**src/rtl/activation_arbiter.sv**
```systemverilog
`default_nettype none
// ============================================================================
//  Module      : activation_arbiter
//  Description : Arbitrates N_REQ requesters onto one shared, fixed-latency
//                activation unit. Each winner is served one at a time:
//                grant -> launch -> wait LATENCY -> return result.
//                Arbitration is round-robin by default. Define the macro
//                ACT_FIXED_PRIORITY_EN to select fixed priority instead,
//                where the lowest asserted index wins.
//  Revision    : 1.0  initial release
// ============================================================================
module activation_arbiter #(
    parameter int N_REQ   = 4,
    parameter int DATA_W  = 16,
    parameter int OUT_W   = 8,
    parameter int LATENCY = 16
) (
    input  logic                      clk,
    input  logic                      reset,
    input  logic [N_REQ-1:0]          req,
    input  logic [N_REQ*DATA_W-1:0]   req_data,
    output logic [N_REQ-1:0]          gnt,
    output logic [DATA_W-1:0]         act_in,
    output logic                      act_start,
    input  logic [OUT_W-1:0]          act_out,
    output logic [OUT_W-1:0]          res_data,
    output logic [N_REQ-1:0]          res_valid,
    output logic                      busy
);

    localparam int              c_IDX_W  = (N_REQ > 1) ? $clog2(N_REQ) : 1;
    localparam int              c_CNT_W  = 8;
    localparam logic [c_CNT_W-1:0] c_LAT_M1 = c_CNT_W'(LATENCY - 1);
    localparam logic [c_IDX_W-1:0] c_LAST   = c_IDX_W'(N_REQ - 1);
    localparam logic [N_REQ-1:0]   c_ONE    = N_REQ'(1);

    typedef enum logic [1:0] {
        S_IDLE   = 2'd0,
        S_ISSUE  = 2'd1,
        S_WAIT   = 2'd2,
        S_RETURN = 2'd3
    } state_t;

    state_t              r_state,      w_state_nxt;
    logic [c_IDX_W-1:0]  r_owner,      w_owner_nxt;
    logic [c_CNT_W-1:0]  r_cnt,        w_cnt_nxt;
    logic [N_REQ-1:0]    r_gnt,        w_gnt_nxt;
    logic [DATA_W-1:0]   r_act_in,     w_act_in_nxt;
    logic                r_act_start,  w_act_start_nxt;
    logic [OUT_W-1:0]    r_res_data,   w_res_data_nxt;
    logic [N_REQ-1:0]    r_res_valid,  w_res_valid_nxt;
    logic [c_IDX_W-1:0]  w_pick;

    // Per-requester view of the packed operand bus.
    logic [DATA_W-1:0]   w_opnd [N_REQ];

    genvar gi;
    generate
        for (gi = 0; gi < N_REQ; gi++) begin : g_unpack
            assign w_opnd[gi] = req_data[gi*DATA_W +: DATA_W];
        end
    endgenerate

`ifdef ACT_FIXED_PRIORITY_EN
    // Fixed priority: lowest asserted index wins (scan high to low, last hit kept).
    always_comb begin
        w_pick = '0;
        for (int k = N_REQ - 1; k >= 0; k--) begin
            if (req[k]) begin
                w_pick = c_IDX_W'(k);
            end
        end
    end
`else
    logic [c_IDX_W-1:0]  r_ptr;
    logic [c_IDX_W:0]    w_sum [N_REQ];
    logic [c_IDX_W-1:0]  w_idx [N_REQ];

    // Rotated search order: candidate k is (ptr + k) mod N_REQ.
    always_comb begin
        for (int k = 0; k < N_REQ; k++) begin
            w_sum[k] = {1'b0, r_ptr} + (c_IDX_W + 1)'(k);
            if (w_sum[k] >= (c_IDX_W + 1)'(N_REQ)) begin
                w_sum[k] = w_sum[k] - (c_IDX_W + 1)'(N_REQ);
            end
            w_idx[k] = w_sum[k][c_IDX_W-1:0];
        end
    end

    // Round-robin: first asserted request at or after the pointer, wrapping.
    always_comb begin
        w_pick = '0;
        for (int k = N_REQ - 1; k >= 0; k--) begin
            if (req[w_idx[k]]) begin
                w_pick = w_idx[k];
            end
        end
    end

    // Pointer moves just past the owner when its result is returned.
    always_ff @(posedge clk) begin
        if (!reset) begin
            r_ptr <= '0;
        end else if (r_state == S_RETURN) begin
            r_ptr <= (r_owner == c_LAST) ? '0 : r_owner + 1'b1;
        end
    end
`endif

    // Next-state and next-output decode; pulses default low every cycle.
    always_comb begin
        w_state_nxt     = r_state;
        w_owner_nxt     = r_owner;
        w_cnt_nxt       = r_cnt;
        w_act_in_nxt    = r_act_in;
        w_res_data_nxt  = r_res_data;
        w_gnt_nxt       = '0;
        w_act_start_nxt = 1'b0;
        w_res_valid_nxt = '0;
        case (r_state)
            S_IDLE: begin
                if (|req) begin
                    w_owner_nxt  = w_pick;
                    w_act_in_nxt = w_opnd[w_pick];
                    w_gnt_nxt    = c_ONE << w_pick;
                    w_state_nxt  = S_ISSUE;
                end
            end
            S_ISSUE: begin
                w_act_start_nxt = 1'b1;
                w_cnt_nxt       = '0;
                w_state_nxt     = S_WAIT;
            end
            S_WAIT: begin
                w_cnt_nxt = r_cnt + 1'b1;
                if (r_cnt == c_LAT_M1) begin
                    w_state_nxt = S_RETURN;
                end
            end
            S_RETURN: begin
                w_res_data_nxt  = act_out;
                w_res_valid_nxt = c_ONE << r_owner;
                w_state_nxt     = S_IDLE;
            end
            default: begin
                w_state_nxt = S_IDLE;
            end
        endcase
    end

    // State and registered outputs; reset wins over every transition.
    always_ff @(posedge clk) begin
        if (!reset) begin
            r_state     <= S_IDLE;
            r_owner     <= '0;
            r_cnt       <= '0;
            r_gnt       <= '0;
            r_act_in    <= '0;
            r_act_start <= 1'b0;
            r_res_data  <= '0;
            r_res_valid <= '0;
        end else begin
            r_state     <= w_state_nxt;
            r_owner     <= w_owner_nxt;
            r_cnt       <= w_cnt_nxt;
            r_gnt       <= w_gnt_nxt;
            r_act_in    <= w_act_in_nxt;
            r_act_start <= w_act_start_nxt;
            r_res_data  <= w_res_data_nxt;
            r_res_valid <= w_res_valid_nxt;
        end
    end

    assign gnt       = r_gnt;
    assign act_in    = r_act_in;
    assign act_start = r_act_start;
    assign res_data  = r_res_data;
    assign res_valid = r_res_valid;
    assign busy      = (r_state != S_IDLE);

endmodule
`default_nettype wire

```
**config.mk**
```make
export PLATFORM = sky130hd
export DESIGN_NAME = activation_arbiter
export DESIGN_NICKNAME = d
export VERILOG_FILES = /design/src/rtl/activation_arbiter.sv
export SDC_FILE = /design/constraint.sdc
export NUM_CORES = 1
export LEC_CHECK = 0
export ABC_AREA = 1
export BUFFER_PORTS_ARGS = -buffer_cell sky130_fd_sc_hd__buf_2
export CELL_PAD_IN_SITES_DETAIL_PLACEMENT = 1
export CELL_PAD_IN_SITES_GLOBAL_PLACEMENT = 1
export CORE_MARGIN = 5
export CORE_UTILIZATION = 32
export CTS_CLUSTER_DIAMETER = 80
export CTS_CLUSTER_SIZE = 8
export DETAILED_ROUTE_END_ITERATION = 10
export MAX_ROUTING_LAYER = met4
export PLACE_DENSITY = 0.82
export SLEW_MARGIN = 5
export SYNTH_ARGS = -nofsm -noshare
export SYNTH_HDL_FRONTEND = slang
export SYNTH_SLANG_ARGS = --single-unit
```
**constraint.sdc**
```tcl
create_clock -name clk -period 2.1 [get_ports clk]
set_input_delay 0.105 -clock clk [delete_from_list [all_inputs] [get_ports clk]]
set_output_delay 0.105 -clock clk [all_outputs]
set_load 0.02 [all_outputs]
```
==> results.py, run 1 <==
metrics = {
    "status": {
        "status": "complete, no violations",
    },
    "die": {
        "rows": 32,
        "io_pins": 112,
        "dieHeight_um": 98.1,
        "dieWidth_um": 98.1,
        "core_area_um2": 7650,
        "initial_core_util": 0.325,
        "die_area_um2": 9630,
    },
    "setup_path": {
        "critPathRequiredTime_ns": 2.36,
        "endpoint_kind": "flop",
        "worst-setup-path-type": "flop to flop",
        "crit_path_start_kind": "flop",
        "crit_fanout": 23,
        "arrival_ns": 2.08,
    },
    "finish": {
        "areaGrowthSynthToFinish_pct": 29.4,
        "nNetsFinal": 550,
        "fin_cells": 569,
        "final_area_um2": 3210,
        "drive_gt1_frac": 0.300,
        "antenna_cells": 0,
    },
    "synthesis": {
        "ys_seq_area_frac": 0.379,
        "syn_inst": 357,
        "netlist_area_um2": 2480,
        "synthArstFlopShare": 0,
        "ys_types": 30,
        "yosysMostFrequentCell": "nand3_1",
        "synth-main-ff-cell": "dfxtp_1",
        "synth_area_leaders": "dfxtp_1 (38%), nand3_1 (18%), nand2_1 (14%)",
        "ys_seq_elements": 47,
        "syn_avg_cell_area_um2": 6.96,
        "synth_edf_count": 0,
        "yosysWarnings": 0,
        "yosys-top-cells-count": "nand3_1 (91), nand2_1 (90), dfxtp_1 (47)",
        "yosysTopAreaCell": "dfxtp_1",
        "synthDominantCellAreaShare": 0.379,
        "syn-num-nets": 441,
    },
    "sta": {
        "fin_skew_ns": 0.0130,
        "rsz0062_at_grt": "false",
        "period_share": 0.869,
        "setup_violations": 0,
        "worst_slew_pin_slew_ns": 0.346,
        "timing.final.hold_violations": 0,
        "slew_viol_final": 0,
        "tns_ns": 0,
        "clock.fmax_ghz": 0.548,
        "finalCriticalPeriod_ns": 1.82,
        "slew_headroom": 0.767,
        "fin_ws_ns": 0.276,
    },
    "global_routing": {
        "antenna_found_initial": 0,
        "grt_pass1_wl_um": 13600,
        "overflow": 0,
        "grt_pass1_vias": 2898,
        "grt_max_degree": 37,
        "grt_util_all_layers": 0.174,
    },
    "pwr": {
        "clkPwrFrac": 0.141,
        "p_leak_nw": 1.66,
        "p_int_w": 0.00212,
        "p_per_area_nw_per_um2": 1220,
        "switching_share": 0.460,
        "p_sw_w": 0.00181,
        "seqPwrFrac": 0.337,
        "p_comb_frac": 0.522,
        "peakVddDrop_mv": 0.505,
    },
    "route": {
        "drt_wl_total_um": 8260,
        "drc": 0,
        "first_iter_violations": 73,
        "wl_per_cell_um": 14.5,
        "vias_per_cell": 4.91,
        "dr.pass1.iters": 4,
        "num_vias": 2796,
        "ant_nets": 0,
    },
    "clocking": {
        "htree_levels": 2,
        "ctsRootBufferMaster": "clkbuf_8",
        "clkLatencyLatePin_ns": 0.31,
        "cts_made_buffers": 5,
        "clk_pin_slew_ns": 0.10,
        "cts_hold_buf": 0,
        "clockBufferDepth": 2,
        "clock-sinks": 47,
        "cts_tree": "built",
    },
    "place": {
        "hpwl_um": 6380,
        "dpl_cell_area_um2": 3130,
        "numPortBuffers": 111,
        "dp_slack_ns": 0.136,
        "gp_congestion": 0.878,
        "dp.cells": 561,
    },
    "hold_path": {
        "hp-class": "input port to flop",
    },
    "run": {
        "maxCapViolCount": 0,
    },
}
==> power by group through the flow <==
stage	Sequential, W	Combinational (W)	Clock [W]
after global routing	0.00136	0.00228	0.000615
after CTS	0.00132	0.00209	0.000581
after detailed placement	0.00134	0.00209	0
final	0.00132	0.00205	0.000554
after global placement	0.00134	0.00202	0
after floorplan	0.00157	0.00123	0
==> registers in the layout, summed over array words and instances, names as in the netlist <==
name	cells
r_owner	2
r_cnt	8
act_start	1
res_valid	4
res_data	8
r_ptr	2
act_in	16
gnt	4
r_state	2
==> timing repair <==
action / in CTS / in global routing
buffers inserted: 0 / 0
setup endpoints to repair: 0 / 13
resized for setup: 0 / 1
==> cell families after synthesis <==
group,Yosys count,synth area share
buf+inv,44,0.0926
compound gates,29,0.0705
flops,47,0.379
simple gates,230,0.424
xor+xnor,1,0.00353
fa+ha+maj,6,0.0302
==> worst max-delay path: stages, from the launching register on <==
cell and delay (ns):
dfxtp_2 0.46, nand2_1 0.09, o21ai_1 0.11, nand2_1 0.10, nand3_2 0.12, nand2_2 0.07
nand2_4 0.15, buf_4 0.28, nand3_1 0.11, nand3_1 0.12, nand3_1 0.08, nand2_1 0.06
==> layout make-up <==
cell class,count,area [µm²]
clock buffer,6,72.6
clock inverter,2,12.5
fill,1035,4430
inverter,26,97.6
multi-input combinational,266,1310
sequential,47,942
tap,102,128
timing repair buffer,120,648
==> metal layers <==
layer | routed length, µm | global-route usage
met5 | 0 | -
met2 | 4080 | 0.309
met3 | 546 | 0.0379
met1 | 3550 | 0.199
met4 | 84 | 0.0447
==> worst paths after layout <==
| path | startpoint | endpoint | slack, ns | cells past startpoint |
|---|---|---|---|---|
| setup reg to reg | r_ptr[0] | act_in[2] | 0.28 | 11 |
| hold / removal | act_out[5] | res_data[5] | 0.02 | 3 |
| setup / recovery | r_ptr[0] | act_in[2] | 0.28 | 11 |
| hold reg to reg | act_in[10] | act_in[10] | 0.46 | 2 |
==> metrics by stage <==
stage / power [W] / hold WS (ns) / utilization
floorplan: 0.00279 / 0.240 / -
global placement: 0.00336 / 0.326 / 0.409
detailed placement: 0.00343 / 0.338 / 0.409
CTS: 0.00400 / 0.00929 / 0.420
global route: 0.00426 / 0.0280 / 0.420
finish: 0.00393 / 0.0168 / 0.420
==> placed cells by master (no fill, tap or decap), drive strengths merged <==
cell and count:
clkinv 1, buf 120, dfxtp 47, nor2 31
clkbuf 6, xor2 1, nand2 93, o21ai 18
a21boi 1, and2 1, nand2b 1, clkinvlp 1
nand3 93, nor3b 2, inv 26, nor3 5
nand4 2, o21a 1, a31oi 1, o211a 1
nor4 2, a21oi 7, ha 6
Power figures use the tool's default switching activity.
==> inputs of run 2 (changes only) <==
- BUFFER_PORTS_ARGS: -buffer_cell sky130_fd_sc_hd__buf_2 -> not set
- CORE_UTILIZATION: 32 -> 42
- DONT_BUFFER_PORTS: not set -> 1
- PLACE_DENSITY: 0.82 -> 0.8
==> results.py, run 2 (synthesized netlist as in run 1, its figures left out) <==
metrics = {
    "status": {
        "status": "complete, no violations",
    },
    "pwr": {
        "power_w": 0.00366,
        "p_leak_nw": 1.21,
        "p_per_area_nw_per_um2": 1360,
        "peakVddDrop_mv": 0.645,
    },
    "setup_path": {
        "startpoint": "r_ptr[0]",
        "worst-setup-path-type": "flop to flop",
        "endpoint_kind": "flop",
        "reg2reg_depth": 10,
        "crit_fanout": 36,
        "crit_path_start_kind": "flop",
        "arrival_ns": 2.07,
        "rr_startpoint": "r_ptr[0]",
        "critPathRequiredTime_ns": 2.31,
    },
    "sta": {
        "setup_violations": 0,
        "clock.fmax_ghz": 0.536,
        "finalCriticalPeriod_ns": 1.87,
        "timing.final.hold_violations": 0,
        "tns_ns": 0,
        "rsz0062_at_grt": "false",
        "fin_skew_ns": 0.00705,
        "slew_viol_final": 0,
        "worst_slew_pin_slew_ns": 0.483,
        "slew_headroom": 0.677,
        "period_share": 0.888,
    },
    "finish": {
        "drive_gt1_frac": 0.0797,
        "antenna_cells": 0,
        "areaGrowthSynthToFinish_pct": 8.51,
        "final_area_um2": 2700,
        "nFillCells": 782,
        "layout_commonest_cell": "nand3_1",
        "most-common-layout-cells": "nand3_1 (91), nand2_1 (90), dfxtp_1 (46), nor2_1 (31), inv_1 (22)",
        "largest_reg_flops": 16,
        "nNetsFinal": 447,
    },
    "route": {
        "drc": 0,
        "num_vias": 2447,
        "ant_nets": 0,
        "first_iter_violations": 132,
        "drt_wl_total_um": 7330,
        "vias_per_cell": 5.57,
        "wl_per_cell_um": 16.7,
        "dr.pass1.iters": 4,
    },
    "place": {
        "hpwl_um": 5230,
        "gp_congestion": 0.789,
        "numPortBuffers": 0,
        "dpl_cell_area_um2": 2510,
    },
    "die": {
        "core_area_um2": 5850,
        "io_pins": 112,
        "rows": 28,
        "dieHeight_um": 86.9,
        "dieWidth_um": 86.9,
        "die_area_um2": 7560,
        "initial_core_util": 0.425,
    },
    "hold_path": {
        "hold_start": "req_data[59]",
        "worstHoldPathCells": 4,
        "hp-class": "input port to flop",
    },
    "global_routing": {
        "grt_pass1_vias": 2497,
        "antenna_found_initial": 0,
        "grt_max_degree": 37,
        "grt_pass1_wl_um": 11800,
        "grt_util_all_layers": 0.199,
        "overflow": 0,
    },
    "run": {
        "maxCapViolCount": 0,
    },
    "clocking": {
        "ctsRootBufferMaster": "clkbuf_8",
        "cts_made_buffers": 5,
        "clock-sinks": 47,
        "clk_pin_slew_ns": 0.10,
        "htree_levels": 2,
        "clockBufferDepth": 2,
        "cts_tree": "built",
        "clkLatencyLatePin_ns": 0.31,
    },
}
-- run 2: per-layer routing --
metal,track usage,routed length [µm]
met1,0.215,2850
met2,0.348,3680
met3,0.0558,617
met4,0.0708,182
met5,-,0
-- run 2: worst paths after layout --
check / end / slack (ns)
min reg2reg: res_valid[2] / 0.50
max reg2reg: act_in[4] / 0.23
min: act_in[11] / 0.02
max: act_in[4] / 0.23
-- run 2: repair_timing --
action,CTS,global route
resized for setup,0,2
hold endpoints to repair,17,0
endpoints found under the setup margin,0,17
hold buffers,9,0
buffers inserted,0,0
-- run 2: cell type report --
| class | count | area [µm²] | area share |
|---|---|---|---|
| sequential | 47 | 945 | 0.350 |
| timing repair buffer | 17 | 150 | 0.0557 |
| inverter | 26 | 97.6 | 0.0362 |
| tap | 75 | 93.8 | 0.0348 |
| multi-input combinational | 266 | 1310 | 0.487 |
| clock buffer | 5 | 68.8 | 0.0255 |
| clock inverter | 3 | 27.5 | 0.0102 |
-- run 2: critical path: stages (launching register included) --
cell	delay, ns
dfxtp_4	0.40
o21ai_1	0.23
nand2_1	0.13
nand3_2	0.13
nand2_2	0.07
nand2_4	0.22
nand2_8	0.21
nand2_1	0.10
nand3_1	0.08
nand3_1	0.12
nand2_1	0.05
-- run 2: through the flow --
stage / utilization / hold WS [ns] / worst slack [ns] / cells
after floorplan: - / 0.240 / 0.478 / 357
after global placement: 0.428 / 0.210 / 0.189 / 422
after detailed placement: 0.428 / 0.210 / 0.0751 / 422
after CTS: 0.460 / 0.0158 / 0.0563 / 439
after global routing: 0.461 / 0.0298 / 0.0247 / 439
final: 0.461 / 0.0184 / 0.235 / 439
-- run 2: where the power goes --
group          leakage [nW]  switching [W]  internal (W)
registers             0.385       0.000466       0.00116
logic                 0.778       0.000940      0.000504
clock network        0.0467       0.000346      0.000247
total                  1.21        0.00175       0.00191
